**config.mk**
```make
export PLATFORM = sky130hd
export DESIGN_NAME = i4003_ext
export DESIGN_NICKNAME = d
export VERILOG_FILES = /design/src/rtl/i4003_ext.sv
export SDC_FILE = /design/constraint.sdc
export NUM_CORES = 1
export LEC_CHECK = 0
export CAP_MARGIN = 20
export CORE_ASPECT_RATIO = 1.25
export CORE_MARGIN = 4
export CORE_UTILIZATION = 50
export DETAILED_ROUTE_END_ITERATION = 10
export PLACE_DENSITY = 0.83
export SYNTH_ARGS = -nofsm -noshare
export SYNTH_HDL_FRONTEND = slang
export SYNTH_SLANG_ARGS = --single-unit
```
**constraint.sdc**
```tcl
create_clock -name sysclk -period 2.38 [get_ports sysclk]
set_clock_uncertainty 0.2 [all_clocks]
set_input_delay 0.357 -clock sysclk [delete_from_list [all_inputs] [get_ports sysclk]]
set_output_delay 0.357 -clock sysclk [all_outputs]
set_load 0.01 [all_outputs]
```
**src/rtl/i4003_ext.sv**
```systemverilog
// Parametrised 4003-style serial-in/parallel-out shift register with a
// synchronised, settle-delay-filtered shift clock and optional output hold register.
module i4003_ext #(
    parameter int SYSCLK_TCY     = 20,
    parameter int LATCH_DELAY_NS = 250,
    parameter int WIDTH          = 10,
    parameter int SHIFT_MSB      = 1,
    parameter int LATCHED        = 0
) (
    input  logic             sysclk,
    input  logic             poc,
    input  logic             cp,
    input  logic             serial_in,
    input  logic             clear,
    input  logic             strobe,
    input  logic             enable,
    output logic [WIDTH-1:0] parallel_out,
    output logic             serial_out,
    output logic             full
);

    localparam int DLY = (LATCH_DELAY_NS + SYSCLK_TCY - 1) / SYSCLK_TCY;
    localparam int CW  = (DLY < 1) ? 1 : $clog2(DLY + 1);
    localparam int FW  = $clog2(WIDTH + 1);
    localparam logic [CW-1:0] DLY_C  = CW'(DLY);
    localparam logic [FW-1:0] FULL_C = FW'(WIDTH);

    logic             cp_s1_q, cp_s1_d;
    logic             cp_s2_q, cp_s2_d;
    logic             cp_acc_q, cp_acc_d;
    logic [CW-1:0]    dly_cnt_q, dly_cnt_d;
    logic [WIDTH-1:0] shifter_q, shifter_d;
    logic [WIDTH-1:0] hold_q, hold_d;
    logic             serial_out_q, serial_out_d;
    logic [FW-1:0]    fill_cnt_q, fill_cnt_d;

    logic             accept;
    logic             rise;
    logic             fall;
    logic             end_bit;
    logic [WIDTH-1:0] shifted;

    always_comb begin
        cp_s1_d   = cp;
        cp_s2_d   = cp_s1_q;
        cp_acc_d  = cp_acc_q;
        dly_cnt_d = '0;
        accept    = 1'b0;
        // A level must persist through DLY+1 consecutive samples to be accepted.
        if (cp_s2_q != cp_acc_q) begin
            if (dly_cnt_q == DLY_C) begin
                accept   = 1'b1;
                cp_acc_d = cp_s2_q;
            end else begin
                dly_cnt_d = dly_cnt_q + 1'b1;
            end
        end
        rise = accept & cp_s2_q;
        fall = accept & ~cp_s2_q;

        if (SHIFT_MSB != 0) begin
            shifted = {shifter_q[WIDTH-2:0], serial_in};
            end_bit = shifter_q[WIDTH-1];
        end else begin
            shifted = {serial_in, shifter_q[WIDTH-1:1]};
            end_bit = shifter_q[0];
        end

        shifter_d  = shifter_q;
        fill_cnt_d = fill_cnt_q;
        if (clear) begin
            shifter_d  = '0;
            fill_cnt_d = '0;
        end else if (rise) begin
            shifter_d = shifted;
            if (fill_cnt_q != FULL_C) begin
                fill_cnt_d = fill_cnt_q + 1'b1;
            end
        end

        // Falling edge publishes the pre-clear end bit: slave half of the chain.
        serial_out_d = fall ? end_bit : serial_out_q;
        hold_d       = ((LATCHED != 0) && strobe) ? shifter_d : hold_q;
    end

    always_ff @(posedge sysclk or posedge poc) begin
        if (poc) begin
            cp_s1_q      <= 1'b0;
            cp_s2_q      <= 1'b0;
            cp_acc_q     <= 1'b0;
            dly_cnt_q    <= '0;
            shifter_q    <= '0;
            hold_q       <= '0;
            serial_out_q <= 1'b0;
            fill_cnt_q   <= '0;
        end else begin
            cp_s1_q      <= cp_s1_d;
            cp_s2_q      <= cp_s2_d;
            cp_acc_q     <= cp_acc_d;
            dly_cnt_q    <= dly_cnt_d;
            shifter_q    <= shifter_d;
            hold_q       <= hold_d;
            serial_out_q <= serial_out_d;
            fill_cnt_q   <= fill_cnt_d;
        end
    end

    assign parallel_out = enable ? ((LATCHED != 0) ? hold_q : shifter_q) : '0;
    assign serial_out   = serial_out_q;
    assign full         = (fill_cnt_q == FULL_C);

endmodule

```
==> metrics.md, run 1 <==
| Metric | Value |
|---|---|
| Via count | `approximately 870` |
| Setup bufs post-CTS | `0` |
| Slew Limit Fails | `0` |
| Post-route ant nets | `0` |
| Final nets | `140` |
| Setup TNS | `0 ps` |
| Initial core utilization | `52.7%` |
| # DRC | `0` |
| H-Tree Depth | `1` |
| Combinational share of power | `5.9%` |
| CP startpoint kind | `flop` |
| Outcome | `completed` |
| Overflow after GRT | `0` |
| Buffers & Inverters on Critical Path | `2` |
| CTS-repair resized insts | `0` |
| Critical-path cell list | `inv_1 -> ha_1 -> and3b_1 -> clkdlybuf4s50_1` |
| Pint | `around 0.00057 W` |
| RSZ-0062 raised after global routing | `no` |
| Crit path from | `fill_cnt_q[0]$_DFFE_PP0P_` |
| Die Footprint | `about 0.0029 mm2` |
| Critical Path Sink | `full` |
| Vias per cell | `between 5 and 6` |
| Vias in the first global route | `844` |
| Flop-to-flop setup slack | `about 430 ps` |
| Die extent in x | `just under 50 um` |
| Largest net degree at the start of global routing | `23` |
| Leak | `between 0.5 and 0.6 nW` |
| WL final | `a little under 2000 um` |
| Slew Limit Headroom | `~69%` |
| Final Cycle Share | `between 90% and 100%` |
| Core area | `approximately 0.002 mm2` |
| P&R area growth vs syn | `23.6%` |
| Iter 0 DRT Violations | `24` |
| Synth Instances | `around 110` |
| Initial antenna violation count | `0` |
| First-pass GRT wire length | `3540 um` |
| R2R Path End | `fill_cnt_q[1]$_DFFE_PP0P_` |
| CP delay by family, top | `buffers and inverters` |
| CTS tree | `yes` |
| Number of max-cap violations | `0` |
| CTS sink cnt | `22` |
| Post-CTS Hold Fix Bufs | `0` |
| Root Driver | `clkbuf_4` |
| Placer Congestion | `0.736` |
| I/O Pins | `19` |
| Critical path's largest stage delay | `~540 ps` |
| Clock power share | `39.5%` |
| Net Switching | `around 0.00014 W` |
| Register clock-pin slew on the reported worst setup and hold paths | `roughly 120 ps` |
| Worst Path Max Fanout | `4` |
| Port-buffer cells | `17` |
| Worst vdd ir | `about 0.48 mV` |
| Total track usage | `around 16%` |
| Worst reg-to-reg path cell count | `5` |
| Worst endpoint data arrival time | `between 1500 and 2000 ps` |
| CP endpoint kind | `output port` |
| Standard-cell rows | `18` |
| Critical Path RT | `about 1800 ps` |
| PwrDens | `between 500 and 600 mW/mm2` |
| Worst skew pair latency | `roughly 300 ps` |
| Post-Place Cells | `144` |
| Number of CTS-inserted buffers | `3` |
| Layout cells sized above 1 | `about 8.6%` |
| Final hold violations | `0` |
| Sw Ratio | `19.7%` |
| Worst r2r src | `dly_cnt_q[1]$_DFF_PP0_` |
| Sequential power share | `between 50% and 60%` |
| Clock buffer depth | `2` |
| Worst Max-Slew Pin Slew | `about 460 ps` |
| Post-DP HPWL | `between 1000 and 1500 um` |
| Avg Cell Area, Syn | `roughly 9.7 um2` |
| Setup CP Type | `reg -> out` |
| Router iterations before antenna repair | `4` |
| Final min period | `roughly 2200 ps` |
| Synth unique cells | `23` |
| Non-Filler Instances | `~150` |
| # diodes | `0` |
| Seq/Total Area, Yosys | `between 50% and 60%` |
| CP max-delay cell | `clkdlybuf4s50_1` |
| Fmax | `around 450 MHz` |
| Levels on crit path | `4` |
| Final setup fails | `0` |
| Synthesis Warnings | `0` |
| Syn_nets | `120` |
| Drt wl/cell | `13.3 um` |
| Chip Height | `~59 um` |
| Synthesized area | `0.00106 mm2` |
| Number of synthesized register bits | `22` |
| Hold Path Class | `in -> async` |
[power groups by stage]
| stage | combinational (W) | clock (W) | sequential [W] |
|---|---|---|---|
| final | 0.0000415 | 0.000278 | 0.000385 |
| after global routing | 0.0000469 | 0.000303 | 0.000386 |
| after CTS | 0.0000425 | 0.000285 | 0.000385 |
| after detailed placement | 0.0000422 | 0 | 0.000392 |
| after global placement | 0.0000404 | 0 | 0.000391 |
| after floorplan | 0.0000219 | 0 | 0.000391 |
[through the flow]
step / setup slack, ps / utilization, % / instance area (um2) / total power [W] / hold slack, ps
after floorplan: 675 / - / 1060 / 0.000413 / 131
after global placement: 171 / 62.5 / 1250 / 0.000432 / 134
after detailed placement: 171 / 62.5 / 1250 / 0.000434 / 140
after CTS: 120 / 65.1 / 1310 / 0.000713 / 169
after global routing: 29.1 / 65.1 / 1310 / 0.000736 / 182
final: 138 / 65.1 / 1310 / 0.000705 / 165
[flip-flops by register name, summed over array words and instances (netlist names)]
register,cells
shifter_q,10
dly_cnt_q,4
fill_cnt_q,4
cp_acc_q,1
cp_s1_q,1
cp_s2_q,1
serial_out,1
[final cells by class]
cell class	count	area, um2
Tap cell	20	25.0
Clock inverter	1	30.0
Clock buffer	3	22.5
Inverter	4	15.0
Timing Repair Buffer	20	193
Fill cell	152	699
Sequential cell	22	551
Multi-Input combinational cell	78	469
[how the worst min path moves through the flow]
stage | from | slack [ps] | endpoint | depth (start not counted)
after floorplan | cp_s1_q$_DFF_PP0_ | 130 | cp_s2_q$_DFF_PP0_ | 0
after global placement | cp_s1_q$_DFF_PP0_ | 130 | cp_s2_q$_DFF_PP0_ | 0
after detailed placement | cp_s1_q$_DFF_PP0_ | 140 | cp_s2_q$_DFF_PP0_ | 0
after CTS | cp_s1_q$_DFF_PP0_ | 170 | cp_s2_q$_DFF_PP0_ | 0
after global routing | cp_s1_q$_DFF_PP0_ | 180 | cp_s2_q$_DFF_PP0_ | 0
final | poc | 170 | shifter_q[9]$_DFFE_PP0P_ | 3
[metal layers]
layer  track usage, %  up-vias  wire, um
li1                 -      416         -
met1             17.0      418       777
met2             29.5       30      1040
met3             2.52        4        98
met4             7.32        0        44
met5                0        -         0
[cell families after synthesis]
logic type | Yosys count | share of synthesized area, %
xor gates and xnor gates | 2 | 1.66
AOI/OAI and AO/OA | 26 | 12.8
DFF | 22 | 52.1
buffers and inverters | 9 | 3.44
and+or+nand+nor | 43 | 22.0
adders and majority gates | 4 | 4.74
muxes | 3 | 3.20
[worst min-delay path, delay by kind of cell]
kind	cells	cell delay, ps
buf+inv	3	710
[synth_stat cells]
cell type | count | share of area (%)
clkbuf_1 | 3 | 1.1
nand3_2 | 1 | 0.95
o31ai_1 | 2 | 1.4
ha_1 | 4 | 4.7
and3_1 | 1 | 0.59
nor2_1 | 7 | 2.5
buf_2 | 2 | 0.95
inv_1 | 4 | 1.4
or4_1 | 1 | 0.71
mux2_2 | 3 | 3.2
a21oi_1 | 13 | 6.2
nor3_1 | 1 | 0.47
o21ai_0 | 11 | 5.2
xor2_1 | 1 | 0.83
dfrtp_1 | 22 | 52
nand2b_1 | 1 | 0.59
and2_1 | 10 | 5.9
and3b_1 | 1 | 0.83
nor2b_1 | 3 | 1.8
nand3_1 | 12 | 5.7
nand4_1 | 1 | 0.59
xnor2_1 | 1 | 0.83
nand2_1 | 4 | 1.4
[cell usage in the layout, fill, tap and decap left out, types with 4 or more instances in the layout]
master	n
clkdlybuf4s50_1	17
nand2_1	4
ha_1	4
o21ai_0	11
nand3_1	12
nor2_1	7
inv_1	4
a21oi_1	13
dfrtp_1	22
and2_1	10
No activity file was read; power rests on OpenSTA's default activity.
==> run 2, diff against run 1 <==
--- a/config.mk
+++ b/config.mk
@@ -8,9 +8,10 @@
 export CAP_MARGIN = 20
 export CORE_ASPECT_RATIO = 1.25
 export CORE_MARGIN = 4
-export CORE_UTILIZATION = 50
+export CORE_UTILIZATION = 30
 export DETAILED_ROUTE_END_ITERATION = 10
-export PLACE_DENSITY = 0.83
+export GPL_TIMING_DRIVEN = 0
+export PLACE_DENSITY = 0.57
 export SYNTH_ARGS = -nofsm -noshare
 export SYNTH_HDL_FRONTEND = slang
 export SYNTH_SLANG_ARGS = --single-unit
==> metrics.md, run 2 (same netlist as run 1, synthesis figures left out) <==
| Metric | Value |
|---|---|
| Initial antenna violation count | `0 (unchanged)` |
| Root Driver | `clkbuf_8` |
| Slew Limit Headroom | `44.5% (-24 points)` |
| Final hold violations | `0 (unchanged)` |
| Die Footprint | `0.00454 mm2 (+56%)` |
| Die extent in x | `61.1 um (+24%)` |
| Layout cells sized above 1 | `6.98% (-1.6 points)` |
| Worst setup margin | `178 ps (+40.8 ps)` |
| P&R area growth vs syn | `24.4%` |
| Setup CP Type | `in -> out` |
| Hold WS | `151 ps (-14.8 ps)` |
| Initial core utilization | `31.9% (-21 points)` |
| Final min period | `2200 ps (-40.8 ps)` |
| Setup bufs post-CTS | `0 (unchanged)` |
| Clock buffer depth | `2 (unchanged)` |
| Post-DP HPWL | `1520 um (+7.8%)` |
| CP startpoint kind | `primary input` |
| Number of CTS-inserted buffers | `3 (unchanged)` |
| Largest net degree at the start of global routing | `23 (unchanged)` |
| Flop-to-flop setup slack | `590 ps (+160 ps)` |
| Placer Congestion | `0.678 (-7.9%)` |
| Design Area, Final | `0.00131 mm2 (+0.67%)` |
| CTS sink cnt | `22 (unchanged)` |
| CP endpoint kind | `output port` |
| Via count | `831 (-4.3%)` |
| Placement Setup Slack | `143 ps (-28.1 ps)` |
| Chip Height | `74.3 um (+25%)` |
| Fmax | `454 MHz (+1.9%)` |
| Top reg by flops | `shifter_q` |
| Critical Path RT | `1820 ps (about the same)` |
| Overflow after GRT | `0 (unchanged)` |
| Hold Path Class | `reg -> reg` |
| Setup TNS | `0 ps (unchanged)` |
| Drt wl/cell | `12.3 um (-7.2%)` |
| First-pass GRT wire length | `3800 um (+7.2%)` |
| Port-buffer cells | `17 (unchanged)` |
| PwrDens | `492 mW/mm2 (-8.9%)` |
| Final nets | `142 (+1.4%)` |
| Post-CTS Hold Fix Bufs | `0 (unchanged)` |
| Most common cell after layout, fill and taps aside | `dfrtp_1` |
| Total track usage | `10.9% (-4.7 points)` |
| # diodes | `0 (unchanged)` |
| Worst skew pair latency | `250 ps (-50 ps)` |
| CTS-repair resized insts | `0 (unchanged)` |
| Slew Limit Fails | `0 (unchanged)` |
| H-Tree Depth | `1 (unchanged)` |
| Number of max-cap violations | `0 (unchanged)` |
| Vias in the first global route | `854 (+1.2%)` |
| Worst endpoint data arrival time | `1640 ps (-50 ps)` |
| Iter 0 DRT Violations | `36 (+50%)` |
| Multi-input combinational cell area | `469 um2 (unchanged)` |
| Most frequent cells in the layout | `dfrtp_1, clkdlybuf4s50_1, a21oi_1` |
| RSZ-0062 raised after global routing | `no` |
| Worst Max-Slew Pin Slew | `832 ps (+371 ps)` |
| I/O Pins | `19 (unchanged)` |
| Outcome | `completed` |
| Final Cycle Share | `92.5% (-1.7 points)` |
| Worst Path Max Fanout | `10 (+6)` |
| Worst vdd ir | `0.286 mV (-40%)` |
| Vias per cell | `5.01 (-15%)` |
| Final setup fails | `0 (unchanged)` |
| Largest regs | `shifter_q x10, dly_cnt_q x4, fill_cnt_q x4` |
| Core area | `0.00331 mm2 (+65%)` |
| Non-Filler Instances | `166 (+12%)` |
| Fillers | `339 (+120%)` |
| Register Area | `551 um2 (unchanged)` |
| Standard-cell rows | `23 (+5)` |
| Router iterations before antenna repair | `4 (unchanged)` |
| WL final | `2040 um (+4.1%)` |
| Post-route ant nets | `0 (unchanged)` |
| Dpl cell area | `0.00127 mm2 (+1.6%)` |
| Leak | `0.558 nW (-1.7%)` |
| CTS tree | `yes` |
| Max FFs per register | `10 (unchanged)` |
| # DRC | `0 (unchanged)` |
| Register clock-pin slew on the reported worst setup and hold paths | `70 ps (-50 ps)` |
| Post-Place Cells | `163 (+13%)` |
==> run 2: cell types whose count changed in the layout (fill, tap and decap cells not counted) <==
| cell | before | now |
|---|---|---|
| clkbuf_1 | 0 | 3 |
| buf_2 | 0 | 2 |
| clkbuf_8 | 0 | 3 |
| buf_4 | 3 | 0 |
| bufinv_16 | 1 | 0 |
| clkbuf_4 | 3 | 0 |
==> run 2: path summary, 6_finish.rpt <==
check	endpoint	cells after the start	startpoint
setup / recovery	parallel_out[9]	3	enable
hold / removal	cp_s2_q$_DFF_PP0_	0	cp_s1_q$_DFF_PP0_
setup reg to reg	fill_cnt_q[0]$_DFFE_PP0P_	5	dly_cnt_q[1]$_DFF_PP0_
hold reg to reg	cp_s2_q$_DFF_PP0_	0	cp_s1_q$_DFF_PP0_
max in group asynchronous	shifter_q[2]$_DFFE_PP0P_	2	poc
min in group asynchronous	serial_out$_DFFE_PP0P_	2	poc
==> run 2: per-stage QoR <==
stage | power (W) | util [%]
3_5_place_dp | 0.000432 | 38.4
2_1_floorplan | 0.000413 | -
5_1_grt | 0.000677 | 39.7
4_1_cts | 0.000660 | 39.7
6_report | 0.000646 | 39.7
3_3_place_gp | 0.000430 | 38.4
==> run 2: critical path: stages <==
cell,delay (ps)
clkdlybuf4s50_1,590
and2_1,160
clkdlybuf4s50_1,530
==> run 2: cell type report <==
cell class,count,share of cell area (%)
plain buffers,5,1.62
multi-input cells,78,35.7
well taps,37,3.52
clock buffers,3,3.14
inverters,4,1.14
flip-flops and latches,22,41.9
repair buffers,17,13.0
==> run 2: power by group <==
part	switching [W]	total, W	internal, W
combinational	0.0000252	0.0000391	0.0000139
clock	0.000110	0.000222	0.000113
sequential	0.00000510	0.000385	0.000379
total	0.000140	0.000646	0.000506
==> run 2: layer usage <==
layer | up-vias | GRT usage [%] | wire (um)
li1 | 415 | - | -
met2 | 26 | 18.1 | 973
met3 | 4 | 1.56 | 114
met5 | - | 0 | 0
met1 | 386 | 13.7 | 926
met4 | 0 | 5.06 | 30
